$ cat src/rtl/mig_pkg.sv
// Shared types and helpers for the MIG truth-table sweeper.
// Latency: none (declarations only).
// Backpressure: none (declarations only).
package mig_pkg;

    // Node index width: constant 0, the primary inputs, then one node per gate.
    function automatic int idx_w(input int n_inputs, input int max_gates);
        return $clog2(1 + n_inputs + max_gates);
    endfunction

    typedef enum logic [1:0] {IDLE, EVAL, CAPT, DONE} state_t;

    // Operand/gate layouts at the default 7-input, 8-gate size; the top
    // declares the same layout at its own parameterised width.
    localparam int DEF_IDX_W = idx_w(7, 8);

    typedef struct packed {
        logic                 inv;
        logic [DEF_IDX_W-1:0] idx;
    } operand_t;

    typedef struct packed {
        operand_t c;
        operand_t b;
        operand_t a;
    } gate_cfg_t;

endpackage

$ cat src/rtl/mig_tt_sweeper_if.sv
// Controller-side bundle of the MIG sweeper: config writes, sweep request, result.
// Latency: none (wires only).
// Backpressure: none; the controller watches busy/done, writes while busy are dropped.
interface mig_tt_sweeper_if #(
    parameter int N_INPUTS  = 7,
    parameter int MAX_GATES = 8,
    parameter int IDX_W     = mig_pkg::idx_w(N_INPUTS, MAX_GATES)
);
    import mig_pkg::*;

    logic                           cfg_we;
    logic [$clog2(MAX_GATES)-1:0]   cfg_addr;
    logic [3*(IDX_W+1)-1:0]         cfg_data;
    logic [$clog2(MAX_GATES+1)-1:0] num_gates;
    logic [IDX_W-1:0]               out_node;
    logic                           out_inv;
    logic                           start;
    logic                           busy;
    logic                           done;
    logic [2**N_INPUTS-1:0]         tt;

    modport master (
        output cfg_we, cfg_addr, cfg_data, num_gates, out_node, out_inv, start,
        input  busy, done, tt
    );

    modport slave (
        input  cfg_we, cfg_addr, cfg_data, num_gates, out_node, out_inv, start,
        output busy, done, tt
    );
endinterface

$ cat src/rtl/mig_node_mux.sv
// Picks one node value (constant, primary input or gate register) and applies inversion.
// Latency: combinational.
// Backpressure: none; gates at or beyond limit_i read as 0 before inversion.
module mig_node_mux
    import mig_pkg::*;
#(
    parameter int N_INPUTS  = 7,
    parameter int MAX_GATES = 8,
    parameter int IDX_W     = idx_w(N_INPUTS, MAX_GATES),
    parameter int LIM_W     = $clog2(MAX_GATES + 1)
) (
    input  logic [IDX_W-1:0]     idx_i,
    input  logic                 inv_i,
    input  logic [N_INPUTS-1:0]  m_i,
    input  logic [MAX_GATES-1:0] gate_val_i,
    input  logic [LIM_W-1:0]     limit_i,
    output logic                 val_o
);
    logic sel;

    // Index 0 and any unmatched index fall through to the constant 0.
    always_comb begin
        sel = 1'b0;
        for (int i = 0; i < N_INPUTS; i++) begin
            if (idx_i == IDX_W'(i + 1)) sel = m_i[i];
        end
        for (int j = 0; j < MAX_GATES; j++) begin
            if ((idx_i == IDX_W'(N_INPUTS + 1 + j)) && (LIM_W'(j) < limit_i)) sel = gate_val_i[j];
        end
    end

    assign val_o = sel ^ inv_i;
endmodule

$ cat src/rtl/mig_tt_sweeper.sv
// Enumerates all minterms of a loaded MIG and builds its truth table, one gate per clock.
// Latency: 2^N_INPUTS*(num_gates+1)+1 cycles from accepted start to the done pulse.
// Backpressure: start and cfg writes are dropped while a sweep is in progress.
module mig_tt_sweeper
    import mig_pkg::*;
#(
    parameter int N_INPUTS  = 7,
    parameter int MAX_GATES = 8,
    parameter int IDX_W     = idx_w(N_INPUTS, MAX_GATES)
) (
    input  logic            clk,
    input  logic            rst,
    mig_tt_sweeper_if.slave bus
);
    localparam int AW   = $clog2(MAX_GATES);
    localparam int GW   = $clog2(MAX_GATES + 1);
    localparam int TT_W = 2 ** N_INPUTS;

    typedef struct packed {
        logic             inv;
        logic [IDX_W-1:0] idx;
    } opnd_t;

    typedef struct packed {
        opnd_t c;
        opnd_t b;
        opnd_t a;
    } gcfg_t;

    gcfg_t                cfg_q [MAX_GATES];
    state_t               state_q;
    logic [N_INPUTS-1:0]  m_q;
    logic [GW-1:0]        g_q;
    logic [GW-1:0]        ng_q;
    logic [IDX_W-1:0]     out_node_q;
    logic                 out_inv_q;
    logic [MAX_GATES-1:0] gv_q;
    logic [TT_W-1:0]      tt_q;
    logic                 busy_q;
    logic                 done_q;

    gcfg_t cur_d;
    logic  va_d, vb_d, vc_d, gate_val_d, cap_d, cap_now_d;

    // Operands of the gate being evaluated this cycle.
    always_comb begin
        cur_d = '0;
        for (int j = 0; j < MAX_GATES; j++) begin
            if (g_q == GW'(j)) cur_d = cfg_q[j];
        end
    end

    // Operands may only see gates already evaluated for this minterm.
    mig_node_mux #(.N_INPUTS(N_INPUTS), .MAX_GATES(MAX_GATES), .IDX_W(IDX_W)) u_mux_a (
        .idx_i(cur_d.a.idx), .inv_i(cur_d.a.inv), .m_i(m_q), .gate_val_i(gv_q), .limit_i(g_q), .val_o(va_d));
    mig_node_mux #(.N_INPUTS(N_INPUTS), .MAX_GATES(MAX_GATES), .IDX_W(IDX_W)) u_mux_b (
        .idx_i(cur_d.b.idx), .inv_i(cur_d.b.inv), .m_i(m_q), .gate_val_i(gv_q), .limit_i(g_q), .val_o(vb_d));
    mig_node_mux #(.N_INPUTS(N_INPUTS), .MAX_GATES(MAX_GATES), .IDX_W(IDX_W)) u_mux_c (
        .idx_i(cur_d.c.idx), .inv_i(cur_d.c.inv), .m_i(m_q), .gate_val_i(gv_q), .limit_i(g_q), .val_o(vc_d));
    // The function output may see any active gate.
    mig_node_mux #(.N_INPUTS(N_INPUTS), .MAX_GATES(MAX_GATES), .IDX_W(IDX_W)) u_mux_out (
        .idx_i(out_node_q), .inv_i(out_inv_q), .m_i(m_q), .gate_val_i(gv_q), .limit_i(ng_q), .val_o(cap_d));

    assign gate_val_d = (va_d & vb_d) | (va_d & vc_d) | (vb_d & vc_d);
    // With zero gates the capture happens directly in EVAL, giving one cycle per minterm.
    assign cap_now_d  = (state_q == CAPT) || ((state_q == EVAL) && (g_q == ng_q));

    // Gate configuration store; frozen outside IDLE so a sweep sees a stable netlist.
    always_ff @(posedge clk or posedge rst) begin
        if (rst) begin
            for (int j = 0; j < MAX_GATES; j++) cfg_q[j] <= '0;
        end else if (bus.cfg_we && (state_q == IDLE)) begin
            for (int j = 0; j < MAX_GATES; j++) begin
                if (bus.cfg_addr == AW'(j)) cfg_q[j] <= bus.cfg_data;
            end
        end
    end

    // Sweep sequencer: minterm/gate counters, gate-value registers, truth table and status.
    always_ff @(posedge clk or posedge rst) begin
        if (rst) begin
            state_q    <= IDLE;
            m_q        <= '0;
            g_q        <= '0;
            ng_q       <= '0;
            out_node_q <= '0;
            out_inv_q  <= 1'b0;
            gv_q       <= '0;
            tt_q       <= '0;
            busy_q     <= 1'b0;
            done_q     <= 1'b0;
        end else begin
            done_q <= 1'b0;
            case (state_q)
                IDLE: begin
                    if (bus.start && (bus.num_gates <= GW'(MAX_GATES))) begin
                        ng_q       <= bus.num_gates;
                        out_node_q <= bus.out_node;
                        out_inv_q  <= bus.out_inv;
                        tt_q       <= '0;
                        gv_q       <= '0;
                        m_q        <= '0;
                        g_q        <= '0;
                        busy_q     <= 1'b1;
                        state_q    <= EVAL;
                    end
                end
                EVAL, CAPT: begin
                    if (cap_now_d) begin
                        tt_q[m_q] <= cap_d;
                        gv_q      <= '0;
                        g_q       <= '0;
                        if (m_q == '1) begin
                            state_q <= DONE;
                        end else begin
                            m_q     <= m_q + N_INPUTS'(1);
                            state_q <= EVAL;
                        end
                    end else begin
                        for (int j = 0; j < MAX_GATES; j++) begin
                            if (g_q == GW'(j)) gv_q[j] <= gate_val_d;
                        end
                        g_q <= g_q + GW'(1);
                        if ((g_q + GW'(1)) == ng_q) state_q <= CAPT;
                    end
                end
                DONE: begin
                    done_q  <= 1'b1;
                    busy_q  <= 1'b0;
                    state_q <= IDLE;
                end
                default: state_q <= IDLE;
            endcase
        end
    end

    assign bus.busy = busy_q;
    assign bus.done = done_q;
    assign bus.tt   = tt_q;
endmodule

$ cat src/flat_wrapper.sv
// flat-port wrapper written by rule: the top's interface ports become plain ports
module mig_tt_sweeper_flat import mig_pkg::*;
#(
    parameter int N_INPUTS  = 7,
    parameter int MAX_GATES = 8,
    parameter int IDX_W     = idx_w(N_INPUTS, MAX_GATES)
)
  (clk, rst, bus_cfg_we, bus_cfg_addr, bus_cfg_data, bus_num_gates, bus_out_node, bus_out_inv, bus_start, bus_busy, bus_done, bus_tt);
  mig_tt_sweeper_if #(.N_INPUTS(N_INPUTS), .MAX_GATES(MAX_GATES), .IDX_W(IDX_W)) bus_i ();
  input  logic clk;
  input  logic rst;
  input wire logic [$bits(bus_i.cfg_we)-1:0] bus_cfg_we;
  input wire logic [$bits(bus_i.cfg_addr)-1:0] bus_cfg_addr;
  input wire logic [$bits(bus_i.cfg_data)-1:0] bus_cfg_data;
  input wire logic [$bits(bus_i.num_gates)-1:0] bus_num_gates;
  input wire logic [$bits(bus_i.out_node)-1:0] bus_out_node;
  input wire logic [$bits(bus_i.out_inv)-1:0] bus_out_inv;
  input wire logic [$bits(bus_i.start)-1:0] bus_start;
  output wire logic [$bits(bus_i.busy)-1:0] bus_busy;
  output wire logic [$bits(bus_i.done)-1:0] bus_done;
  output wire logic [$bits(bus_i.tt)-1:0] bus_tt;
  assign bus_i.cfg_we = bus_cfg_we;
  assign bus_i.cfg_addr = bus_cfg_addr;
  assign bus_i.cfg_data = bus_cfg_data;
  assign bus_i.num_gates = bus_num_gates;
  assign bus_i.out_node = bus_out_node;
  assign bus_i.out_inv = bus_out_inv;
  assign bus_i.start = bus_start;
  assign bus_busy = bus_i.busy;
  assign bus_done = bus_i.done;
  assign bus_tt = bus_i.tt;
  mig_tt_sweeper #(.N_INPUTS(N_INPUTS), .MAX_GATES(MAX_GATES), .IDX_W(IDX_W)) u_core (.clk(clk), .rst(rst), .bus(bus_i));
endmodule
$ cat config.mk
export PLATFORM = sky130hd
export DESIGN_NAME = mig_tt_sweeper_flat
export DESIGN_NICKNAME = d
export VERILOG_FILES = /design/src/rtl/mig_pkg.sv /design/src/rtl/mig_tt_sweeper_if.sv /design/src/rtl/mig_node_mux.sv /design/src/rtl/mig_tt_sweeper.sv /design/src/flat_wrapper.sv
export SDC_FILE = /design/constraint.sdc
export NUM_CORES = 1
export LEC_CHECK = 0
export CELL_PAD_IN_SITES_DETAIL_PLACEMENT = 0
export CELL_PAD_IN_SITES_GLOBAL_PLACEMENT = 1
export CORE_MARGIN = 4
export CORE_UTILIZATION = 44
export CTS_CLUSTER_DIAMETER = 80
export DETAILED_ROUTE_END_ITERATION = 10
export PLACE_DENSITY = 0.78
export SLEW_MARGIN = 20
export SYNTH_ARGS = -nofsm -noshare
export SYNTH_HDL_FRONTEND = slang
export SYNTH_HIERARCHICAL = 1
export SYNTH_SLANG_ARGS = --single-unit
$ cat constraint.sdc
create_clock -name clk -period 12.15 [get_ports clk]
set_clock_uncertainty 0.2 [all_clocks]
set_input_delay 2.43 -clock clk [delete_from_list [all_inputs] [get_ports clk]]
set_output_delay 2.43 -clock clk [all_outputs]
set_load 0.005 [all_outputs]
Yosys cells after proc, flatten, opt, wreduce, memory -nomap -nowiden
Cells that the tools add are included.

Bits in registers: 280. Logic and storage cells: 352. Output and inout port bits: 130.

Muxes and demuxes: 100. Order comparisons: 19. Add/subtract/negate cells: 2. Bitwise gates (word level): 9. Reduce and logical (&&, ||, !) cells: 65. Equality and inequality tests: 92.

Operators by type and width (count): 128-bit 2-to-1 mux (2); 128-bit case mux with 2 select lines (1); 128-bit bitwise mux (1); 4-bit == test (second input constant) (32); 15-bit 2-to-1 mux (8); 4-bit by 3-bit == test with 1-bit output (second input constant) (20); 1-bit 2-to-1 mux (71); 4-bit by 2-bit == test with 1-bit output (second input constant) (10); 1-bit logical AND (36); 3-bit by 4-bit less-than comparator with 1-bit output (first input constant) (8); 3-bit by 1-bit inequality test with 1-bit output (second input constant) (9); 3-bit AND reduction (9); 2-bit AND reduction (12); 7-bit 2-to-1 mux (3); 4-bit by 1-bit == test with 1-bit output (second input constant) (5); 1-bit by 4-bit less-than comparator with 1-bit output (first input constant) (4); 2-bit by 4-bit less-than comparator with 1-bit output (first input constant) (4); 8-bit 2-to-1 mux (2); 8-bit case mux with 2 select lines (1); 7-bit case mux with 2 select lines (1); 3-bit == test (second input constant) (4); 4-bit == test (2); 7-bit by 8-bit less-than comparator with 1-bit output (second input constant) (1); 2-bit 2-to-1 mux (4); other kinds (26) (37).

Depth between registers and ports, before layout
Gate-level depths: netlist of run 1.

Depth in word-level cells: 32. Mapped depth: 19. Depth with buffers taken out: 16.

Cells and area by module
The synthesis of run 1 kept the hierarchy.

Modules (own cells, without submodules): mig_tt_sweeper (area each 13619.3 um2, cells each 1355, times used 1); mig_node_mux (area each 322.8 um2, cells each 52, times used 4).

Least setup slack after synthesis of run 1
No wires, ideal clock.

Path kind: register to register. From: reg u_core.g_q[1]. To: reg u_core.gv_q[0]. Cell stages (with the launch flop): 19. Setup time: 0.131 ns. Slack: 8.030 ns. Buffers on the path: 2. Arrival time: 3.789 ns. Period minus slack after synthesis: 4.120 ns. Cells stage by stage: dfrtp_1 inv_1 ha_1 clkbuf_1 clkbuf_1 nand3b_1 a21oi_1 a21oi_1 o21ai_0 a2bb2oi_1 mux2i_1 nor3b_1 o311ai_1 a31oi_1 a211oi_2 xnor2_1 maj3_1 nand3_1 o22ai_1.

RTL lines: start, declared (line mig_tt_sweeper.sv:33) `logic [GW-1:0] g_q;`; start signal, assigned (line mig_tt_sweeper.sv:123) `g_q <= g_q + GW'(1);`; end signal, assigned by index (line mig_tt_sweeper.sv:121) `if (g_q == GW'(j)) gv_q[j] <= gate_val_d;`; end, declared (line mig_tt_sweeper.sv:37) `logic [MAX_GATES-1:0] gv_q;`.

==> impl_results.md, run 1 <==
- Outcome: finished clean
- Dpl hpwl: 29,400 um
- Slew Viols, Final: 0
- DR vias: between 10,000 and 15,000
- Area share of the largest cell type after synthesis: 47.0%
- Register area share after synthesis: 47.0%
- Design Power: around 0.002 W
- Area grow syn2layout: 19.9%
- Peak supply drop: 68.4 uV
- Worst Path Max Fanout: 20
- Detailed Routing Iterations Pass 1: 5
- Count leader, synth: dfrtp_1
- Placed cells: between 2,000 and 2,500
- DRC Markers: 0
- Fillers: roughly 3,000
- Post-Route WL: between 40,000 and 50,000 um
- Critical Path Slowest Stage Cell: nor2_1
- Initial DRC count: roughly 1,100
- Post-route setup TNS: 0 ns
- CP endpoint kind: flip-flop
- Final Wtd Congestion: between 0.8 and 0.9
- ANT nets after route: 0
- Syn. warnings: 6
- Deepest clock path buffer count: 3
- Final Hold Viols: 0
- Nets: around 1,700
- Top post-synthesis cells by area: dfrtp_1 47%, mux2_2 9.7%, o21ai_0 7.1%
- Hold path cells: 1
- Overflow left after global routing: 0
- CTS Sinks: 280
- Unrepaired setup endpoints after global routing: no
- Multi-input logic area: slightly above 7000 um2
- Tmin final: 5.78 ns
- Std-Cell Core Area: approximately 33,000 um2
- Worst R2R Path Depth: 15
- Syn Nets: 1,604
- Slew margin rel.: roughly a quarter
- WL/cell: between 20 and 25 um
- Max-cap viol count: 0
- Synth area leader: dfrtp_1
- Synth Register Bits: 280
- Count of final setup violators: 0
- Clock Latency Late Sink: 0.51 ns
- Number of synthesized flops with an enable pin: 0
- Leak: roughly 7.4 nW
- WS Path Type: reg2reg
- Worst slew pin tran: approximately 1.1 ns
- Share of cells above drive strength 1: about 15%
- Post-synth cell types: 60
- # IOs: between 150 and 200
- Total CTS buffers: 34
- CP Data Required Time: around 12 ns
- Peak Freq: 173 MHz
- Post-synth top cells: 280 x dfrtp_1, 211 x o21ai_0, 182 x a21oi_1
- First-pass GRT wire length: 74,600 um
- Setup crit start kind: flip-flop
- Antenna violations before repair: 2
- Ys flop type: dfrtp_1
- I/O Buffers: 160
- GR Util All Layers: between 20% and 30%
- Period utilisation layout: between 40% and 50%
- Non-Filler Instances: approximately 2,100
- Chip height: 192 um
- Clock Root Buffer: clkbuf_16
- WP data arrival: slightly below 6 ns
- Power density over cell area: 112 nW/um2
- CTS tree: done
- Reg area: around 7000 um2
- Worst hold path class: reg2reg
- Standard-cell rows: 67
- Slowest stage delay, CP: ~0.82 ns
- Die area: between 30,000 and 40,000 um2
- Mapped Cells: 1,563
- Vias in the first global route: 12,700
- Synth Cell Area: ~15,000 um2
- Post CTS Setup Buffer Count: 0
- Syn Area/Cell: 9.54 um2
- Most used cell, CP: nand2_1
- CTS H-Tree Depth: 2
- Clock-pin transition on the worst setup and hold timing paths: roughly 0.06 ns
- CTS Hold Bufs: 0
- Cells resized by post-CTS repair: 0
- Worst-path cell chain: ha_1, nand2_1, buf_4, nand2_1, a221oi_1, nor2_1, nor2b_1, and4_4, o311ai_1, a31oi_1, a211oi_2, xnor2_1, maj3_1, nand3_1, o22ai_1
- Die width: around 190 um
- Starting Density: between 40% and 50%
- Largest net degree at the start of global routing: approximately 120
- Ys async rst share: between 90% and 100%
- Drt via density: between 6 and 7
[cell type report]
class	count	area share [%]
diodes	2	0.0280
clock buffers	49	5.64
clock inverters	9	0.728
inverters	32	0.721
multi-input cells	1121	40.4
flip-flops and latches	280	39.2
well taps	448	3.14
repair buffers	187	10.1
[stage by stage]
step,worst slack (ns),instance area (um2),util (%),hold WS [ns]
after floorplan,1.80,14900,-,0.271
after global placement,6.10,16700,50.0,0.279
after detailed placement,6.00,16700,50.0,0.285
after CTS,6.45,17900,53.4,0.298
after global routing,5.88,17900,53.4,0.306
final,6.37,17900,53.4,0.296
[cells in the final DEF, fill, tap and decap left out, drive strengths merged, types with 6 or more instances in the layout]
cell type      count
xnor2              9
nand2b             6
a22oi             12
and4               8
nand3             23
inv               32
a21oi            183
o211ai            10
nor3b              7
nor3              17
o21ai            271
clkdlybuf4s50    160
dfrtp            280
o32ai             12
mux2i             17
nand4             52
nand2             96
nand3b             9
nor2b             46
a221oi            28
o22ai             28
and3               7
mux2             129
clkbuf            49
buf               27
ha                10
nor2              74
[path summary, 6_finish.rpt]
path	slack, ns	endpoint	start
min	0.30	u_core/cfg_q[106]	u_core/cfg_q[106]
min reg2reg	0.30	u_core/cfg_q[106]	u_core/cfg_q[106]
min in group asynchronous	2.22	u_core/cfg_q[76]	rst
max	6.37	u_core/gv_q[3]	u_core/g_q[1]
max reg2reg	6.37	u_core/gv_q[3]	u_core/g_q[1]
max in group asynchronous	7.62	u_core/bus.done	rst
[sequential cells by signal, indices dropped and copies added, names as in the netlist]
| register | flops |
|---|---|
| u_core/bus.busy | 1 |
| u_core/bus.done | 1 |
| u_core/bus.tt | 128 |
| u_core/cfg_q | 120 |
| u_core/g_q | 4 |
| u_core/gv_q | 8 |
| u_core/m_q | 7 |
| u_core/ng_q | 4 |
| u_core/out_inv_q | 1 |
| u_core/out_node_q | 4 |
| u_core/state_q | 2 |
[logic make-up after synthesis]
| group | count (synthesis) | synth area share (%) |
|---|---|---|
| AO/OA/AOI/OAI | 593 | 23.0 |
| XOR/XNOR | 11 | 0.646 |
| adder cells (fa/ha/maj) | 11 | 0.906 |
| buffers and inverters | 162 | 4.99 |
| flip-flops | 280 | 47.0 |
| multiplexers | 146 | 10.9 |
| AND/OR/NAND/NOR | 360 | 12.5 |
[power by group]
| part | switching [W] | total, W | internal (W) |
|---|---|---|---|
| registers | 0 | 0.000933 | 0.000933 |
| logic | 0.0000271 | 0.0000372 | 0.0000102 |
| clock network | 0.000401 | 0.00104 | 0.000639 |
[critical path, delay by kind of cell, from the launching register on]
kind / cells / cell delay (ns)
AND/OR/NAND/NOR: 6 / 2.40
AO/OA/AOI/OAI: 5 / 0.97
adder cells (fa/ha/maj): 2 / 0.90
flip-flops: 1 / 0.74
buffers and inverters: 1 / 0.28
XOR/XNOR: 1 / 0.09
[routing by layer]
| metal | vias to the layer above | part of all wire [%] | track usage [%] |
|---|---|---|---|
| li1 | 5959 | - | - |
| met1 | 6614 | 46 | 38.9 |
| met2 | 539 | 44 | 36.6 |
| met3 | 70 | 7.7 | 4.53 |
| met4 | 0 | 2.1 | 7.35 |
| met5 | - | 0 | 0 |
(Power assumes the default switching activity.)
==> inputs of run 2 (changes only) <==
Clock period 12.15 ns to 5.67 ns, I/O delays scaled along.
==> run 2 against run 1 <==
Critical path type unchanged. Combinational power is 120% higher. Power up 110%. Clock-buffer cell count decreased by 7. Wire length up 0.83%. Critical endpoint is now u_core/gv_q[0]. Final cell count up 0.75%. Sequential power increased by 110%. Cell area rose by 0.73%. Core utilization is 0.39 points higher. Sequential share of layout area fell by 0.28 points. Non-clock buffer count is 18 higher. Worst setup slack worse by 5.9 ns. First-iteration DRC count increased by 16%.
==> impl_results.md, run 2 (synthesis gave the netlist of run 1 again) <==
- DR vias: 13,300 (+1.1%)
- Share of cells above drive strength 1: 15.9% (+0.90 points)
- Unrepaired setup endpoints after global routing: no
- Final Wtd Congestion: 0.866 (+0.78%)
- Nets: 1,712 (+0.88%)
- Commonest non-fill, non-tap cell in the layout: dfrtp_1
- Overflow left after global routing: 0 (unchanged)
- CTS H-Tree Depth: 1 (-1)
- Number of stages on the worst setup path: 16 (+1)
- Dpl hpwl: 30,200 um (+2.9%)
- Final Instance Area: 18,000 um2 (+0.73%)
- Initial DRC count: 1,287 (+16%)
- ANT nets after route: 0 (unchanged)
- Multi-input logic area: 7220 um2 (about the same)
- Crit Reg-Reg Endpoint: u_core/gv_q[0]
- Leak: 7.45 nW (+1.2%)
- Post CTS Setup Buffer Count: 0 (unchanged)
- WS Path Type: reg2reg
- Final setup margin: 0.425 ns (-5.94 ns)
- Largest net degree at the start of global routing: 161 (+39%)
- Non-Filler Instances: 2,144 (+0.75%)
- Clock-pin transition on the worst setup and hold timing paths: 0.06 ns (about the same)
- Detailed Routing Iterations Pass 1: 5 (unchanged)
- Power density over cell area: 238 nW/um2 (+110%)
- Peak supply drop: 262 uV (+280%)
- CP top delay family: simple AND/OR/NAND/NOR gates
- Slowest stage delay, CP: 0.78 ns (-0.04 ns)
- Worst hold path class: reg2reg
- CP Launch Point: u_core/g_q[0]
- Total CTS buffers: 31 (-8.8%)
- Worst Path Max Fanout: 16 (-20%)
- WP buf/inv: 1 (unchanged)
- Tmin final: 5.24 ns (-0.537 ns)
- Max-cap viol count: 0 (unchanged)
- I/O Buffers: 160 (unchanged)
- Reg area: 7010 um2 (unchanged)
- Clock Latency Late Sink: 0.58 ns (+0.07 ns)
- Max reg flops: 128 (unchanged)
- Worst R2R Path Depth: 16 (+1)
- CP endpoint kind: flip-flop
- Count of final setup violators: 0 (unchanged)
- Post-route setup TNS: 0 ns (unchanged)
- Worst slew pin tran: 1.14 ns (+0.0287 ns)
- Clock Root Buffer: clkbuf_16
- WP data arrival: 5.47 ns (-0.44 ns)
- Critical Path Slowest Stage Cell: nor2_1
- Slew margin rel.: 24.0% (-1.9 points)
- Worst-path cell chain: ha_1, nor2b_1, buf_4, a22oi_1, o32ai_1, a221oi_1, nor2_1, mux2i_1, nor3b_1, o311ai_1, a31oi_1, a211oi_2, xnor2_1, maj3_1, nand3_1, o22ai_1
- Placed cell areas: 16,900 um2 (+0.93%)
- Fin Hold WS: 0.298 ns (+0.00201 ns)
- Dpl ws: 0.615 ns (-5.39 ns)
- Placed cells: 2,086 (+0.87%)
- Period utilisation layout: 92.5% (+45 points)
- Die width: 192 um (unchanged)
- Starting Density: 44.6% (unchanged)
- CTS tree: done
- Outcome: finished clean
- Vias in the first global route: 12,900 (+1.5%)
- Final Hold Viols: 0 (unchanged)
- Crit Reg-Reg Startpoint: u_core/g_q[0]
- Antenna Cells: 0 (-2)
- Slew Viols, Final: 0 (unchanged)
- Standard-cell rows: 67 (unchanged)
- Area grow syn2layout: 20.7%
- Setup crit start kind: flip-flop
- Antenna violations before repair: 1 (-1)
- First-pass GRT wire length: 74,800 um (+0.24%)
- DRC Markers: 0 (unchanged)
- Chip height: 192 um (unchanged)
- # IOs: 161 (unchanged)
- CTS Hold Bufs: 0 (unchanged)
- Deepest clock path buffer count: 3 (unchanged)
- Post-Route WL: 47,900 um (+0.83%)
- Fillers: 2,993 (+0.74%)
- Internal reg-to-reg setup slack: 0.43 ns (-5.94 ns)
- CP Data Required Time: 5.89 ns (-6.39 ns)
- Peak Freq: 191 MHz (+10%)
- WL/cell: 22.4 um (about the same)
- Die area: 36,900 um2 (unchanged)
- GR Util All Layers: 25.3% (-0.034 points)
- Hold path cells: 1 (unchanged)
- Cells resized by post-CTS repair: 0 (unchanged)
- Std-Cell Core Area: 33,400 um2 (unchanged)
- End of the critical path: u_core/gv_q[0]
- Most frequent cells in the layout: 280 x dfrtp_1, 211 x o21ai_0, 182 x a21oi_1
- Drt via density: 6.21 (+0.32%)
- CTS Sinks: 280 (unchanged)
-- run 2: cell count changes in the layout (fill, tap and decap cells not counted), sizes merged --
| cell | previous run | this run |
|---|---|---|
| inv | 32 | 31 |
| clkbuf | 49 | 42 |
| diode | 2 | 0 |
| clkinv | 5 | 10 |
| buf | 27 | 45 |
| bufinv | 3 | 6 |
-- run 2: final cells by class --
type,count,area share [%]
multi-input cells,1121,40.1
flip-flops and latches,280,38.9
repair buffers,205,10.9
clock buffers,42,4.87
well taps,448,3.11
clock inverters,16,1.36
inverters,32,0.695
-- run 2: worst reg2reg max path: stages (launching register included) --
cell and delay, ns:
dfrtp_1 0.73, ha_1 0.52, nor2b_1 0.23, buf_4 0.26
a22oi_1 0.10, o32ai_1 0.17, a221oi_1 0.13, nor2_1 0.78
mux2i_1 0.33, nor3b_1 0.08, o311ai_1 0.30, a31oi_1 0.15
a211oi_2 0.26, xnor2_1 0.10, maj3_1 0.34, nand3_1 0.27
o22ai_1 0.16
-- run 2: layer usage --
layer / GRT usage, % / up-vias / wire, um
met5: 0 / - / 8
met4: 6.12 / 2 / 975
met3: 4.96 / 82 / 3830
met2: 37.7 / 530 / 21600
met1: 38.2 / 6721 / 21600
li1: - / 5989 / -
-- run 2: how the worst min path moves through the flow --
stage | from | to | slack (ns)
after floorplan | u_core/cfg_q[105] | u_core/cfg_q[105] | 0.27
after global placement | u_core/cfg_q[112] | u_core/cfg_q[112] | 0.28
after detailed placement | u_core/cfg_q[108] | u_core/cfg_q[108] | 0.29
after CTS | u_core/cfg_q[108] | u_core/cfg_q[108] | 0.30
after global routing | u_core/cfg_q[80] | u_core/cfg_q[80] | 0.32
final | u_core/cfg_q[112] | u_core/cfg_q[112] | 0.30
-- run 2: per-stage QoR --
step / total power (W) / utilization (%)
floorplan: 0.00207 / -
global placement: 0.00212 / 50.4
detailed placement: 0.00212 / 50.5
CTS: 0.00432 / 53.8
global route: 0.00441 / 53.8
finish: 0.00429 / 53.8
-- run 2: power breakdown --
| group | switching (W) | internal, W | total, W |
|---|---|---|---|
| Sequential | 0 | 0.00200 | 0.00200 |
| Combinational | 0.0000594 | 0.0000231 | 0.0000826 |
| Clock | 0.000849 | 0.00136 | 0.00221 |
| Total | 0.000908 | 0.00338 | 0.00429 |
==> inputs of run 3 (changes only) <==
Settings changed: CORE_MARGIN 4 to 5.
==> run 3 against run 2 <==
Sequential cell count stayed put. First-iteration DRC count is 0.23% higher. Sequential power barely moved. Critical endpoint is now u_core/gv_q[3]. Largest cell class unchanged.
==> impl_results.md, run 3 (synthesis gave the netlist of run 1 again) <==
- Internal reg-to-reg setup slack: 0.71 ns (+0.29 ns)
- Hold path cells: 1 (unchanged)
- Dpl hpwl: 30,900 um (+2.4%)
- DR vias: 13,200 (-0.89%)
- Post CTS Setup Buffer Count: 0 (unchanged)
- DRC Markers: 0 (unchanged)
- Largest net degree at the start of global routing: 114 (-29%)
- Final Wtd Congestion: 0.876 (+1.2%)
- WL/cell: 22.7 um (+1.4%)
- Post-route setup TNS: 0 ns (unchanged)
- Max-cap viol count: 0 (unchanged)
- Area grow syn2layout: 20.8% (about the same)
- CP Launch Point: u_core/g_q[1]
- Power density over cell area: 238 nW/um2 (about the same)
- Share of cells above drive strength 1: 16.1% (+0.23 points)
- WS Path Type: reg2reg
- CP Data Required Time: 5.82 ns (-0.07 ns)
- Max reg flops: 128 (unchanged)
- Clock-pin transition on the worst setup and hold timing paths: 0.06 ns (about the same)
- Total CTS buffers: 34 (+9.7%)
- Outcome: finished clean
- CTS H-Tree Depth: 2 (+1)
- I/O Buffers: 160 (unchanged)
- Commonest non-fill, non-tap cell in the layout: dfrtp_1
- Highest metal used: met4
- First-pass GRT wire length: 77,300 um (+3.3%)
- Slew Viols, Final: 0 (unchanged)
- CP endpoint kind: flip-flop
- Nets: 1,715 (+0.18%)
- Setup crit start kind: flip-flop
- Clock Root Buffer: clkbuf_16
- Deepest clock path buffer count: 3 (unchanged)
- Peak Freq: 202 MHz (+5.8%)
- Slew margin rel.: 26.9% (+2.9 points)
- Metal-1 WL: 21,900 um (+1.4%)
- Slowest stage delay, CP: 0.75 ns (-0.03 ns)
- GR Util All Layers: 25.1% (-0.21 points)
- Antenna Cells: 0 (unchanged)
- Std-Cell Core Area: 33,500 um2 (+0.25%)
- WP buf/inv: 2 (+1)
- ANT nets after route: 0 (unchanged)
- Drt via density: 6.16 (-0.94%)
- WP data arrival: 5.10 ns (-0.37 ns)
- Standard-cell rows: 67 (unchanged)
- Chip height: 194 um (+1.0%)
- Design Power: 0.00429 W (about the same)
- Die width: 194 um (+1.0%)
- Starting Density: 44.5% (-0.11 points)
- Period utilisation layout: 87.5% (-5.1 points)
- Antenna violations before repair: 0 (-1)
- Count of final setup violators: 0 (unchanged)
- Crit Reg-Reg Startpoint: u_core/g_q[1]
- Overflow left after global routing: 0 (unchanged)
- End of the critical path: u_core/gv_q[3]
- Met2 Wirelength: 22,100 um (+2.7%)
- Leak: 7.46 nW (+0.13%)
- CTS tree: done
- Worst R2R Path Depth: 16 (unchanged)
- CTS Hold Bufs: 0 (unchanged)
- Post-Route WL: 48,600 um (+1.4%)
- Unrepaired setup endpoints after global routing: no
- Crit Reg-Reg Endpoint: u_core/gv_q[3]
- Critical Path Slowest Stage Cell: ha_1
- Worst-path cell chain: ha_1, buf_4, a221oi_1, o32ai_1, a221oi_1, nor2_1, buf_4, mux2i_1, nor3b_1, o311ai_1, a31oi_1, a211oi_2, xnor2_1, maj3_1, nand3_1, o22ai_1
- Number of stages on the worst setup path: 16 (unchanged)
- # IOs: 161 (unchanged)
- Die area: 37,700 um2 (+2.1%)
- Detailed Routing Iterations Pass 1: 5 (unchanged)
- Cells resized by post-CTS repair: 0 (unchanged)
- Routed length on met3: 3820 um (-0.37%)
- Worst slew pin tran: 1.09 ns (-0.0463 ns)
- Worst Path Max Fanout: 20 (+4)
- Vias in the first global route: 13,000 (+0.64%)
- CTS Sinks: 280 (unchanged)
- Peak supply drop: 194 uV (-26%)
- Tmin final: 4.96 ns (-0.286 ns)
- Worst hold path class: reg2reg
- CP top delay family: compound AO/OA/AOI/OAI gates
- Initial DRC count: 1,290 (+0.23%)
- Final Hold Viols: 0 (unchanged)
- Most frequent cells in the layout: 280 x dfrtp_1, 211 x o21ai_0, 182 x a21oi_1
- Clock Latency Late Sink: 0.51 ns (-0.07 ns)
==> run 3: cell count changes in the layout (fill, tap and decap cells not counted), moves of 2 or more <==
cell / change
clkinv_4: +2
clkbuf_16: +4
bufinv_16: -3
clkbuf_1: -3
==> run 3: final cells by class <==
cell class,instances,area [um2]
clock buffers,42,952
clock inverters,17,174
fillers,3051,15500
inverters,32,125
multi-input cells,1121,7220
flip-flops and latches,280,7010
well taps,448,561
repair buffers,205,1960
==> run 3: metrics by stage <==
step	hold WS, ns	util [%]	cells	area [um2]	worst slack [ns]
floorplan	0.271	-	1563	14900	0.629
CTS	0.298	53.7	2145	18000	0.753
finish	0.295	53.7	2145	18000	0.711
global route	0.306	53.7	2145	18000	0.290
global placement	0.281	50.3	2086	16900	0.911
detailed placement	0.285	50.3	2086	16900	0.791
==> run 3: how the worst min path moves through the flow <==
stage	startpoint	end
3_5_place_dp	u_core/cfg_q[106]	u_core/cfg_q[106]
5_1_grt	u_core/cfg_q[106]	u_core/cfg_q[106]
2_1_floorplan	u_core/cfg_q[105]	u_core/cfg_q[105]
3_3_place_gp	u_core/cfg_q[115]	u_core/cfg_q[115]
6_report	u_core/cfg_q[106]	u_core/cfg_q[106]
4_1_cts	u_core/cfg_q[106]	u_core/cfg_q[106]
==> run 3: report_power, final <==
group | switching, W | internal [W]
registers | 0 | 0.00200
clock network | 0.000878 | 0.00133
logic | 0.0000589 | 0.0000236
total | 0.000936 | 0.00335
==> run 3: layer usage <==
layer,vias to the layer above,track usage (%)
li1,5985,-
met2,542,37.9
met3,61,5.02
met1,6617,37.7
met4,0,5.26
met5,-,0
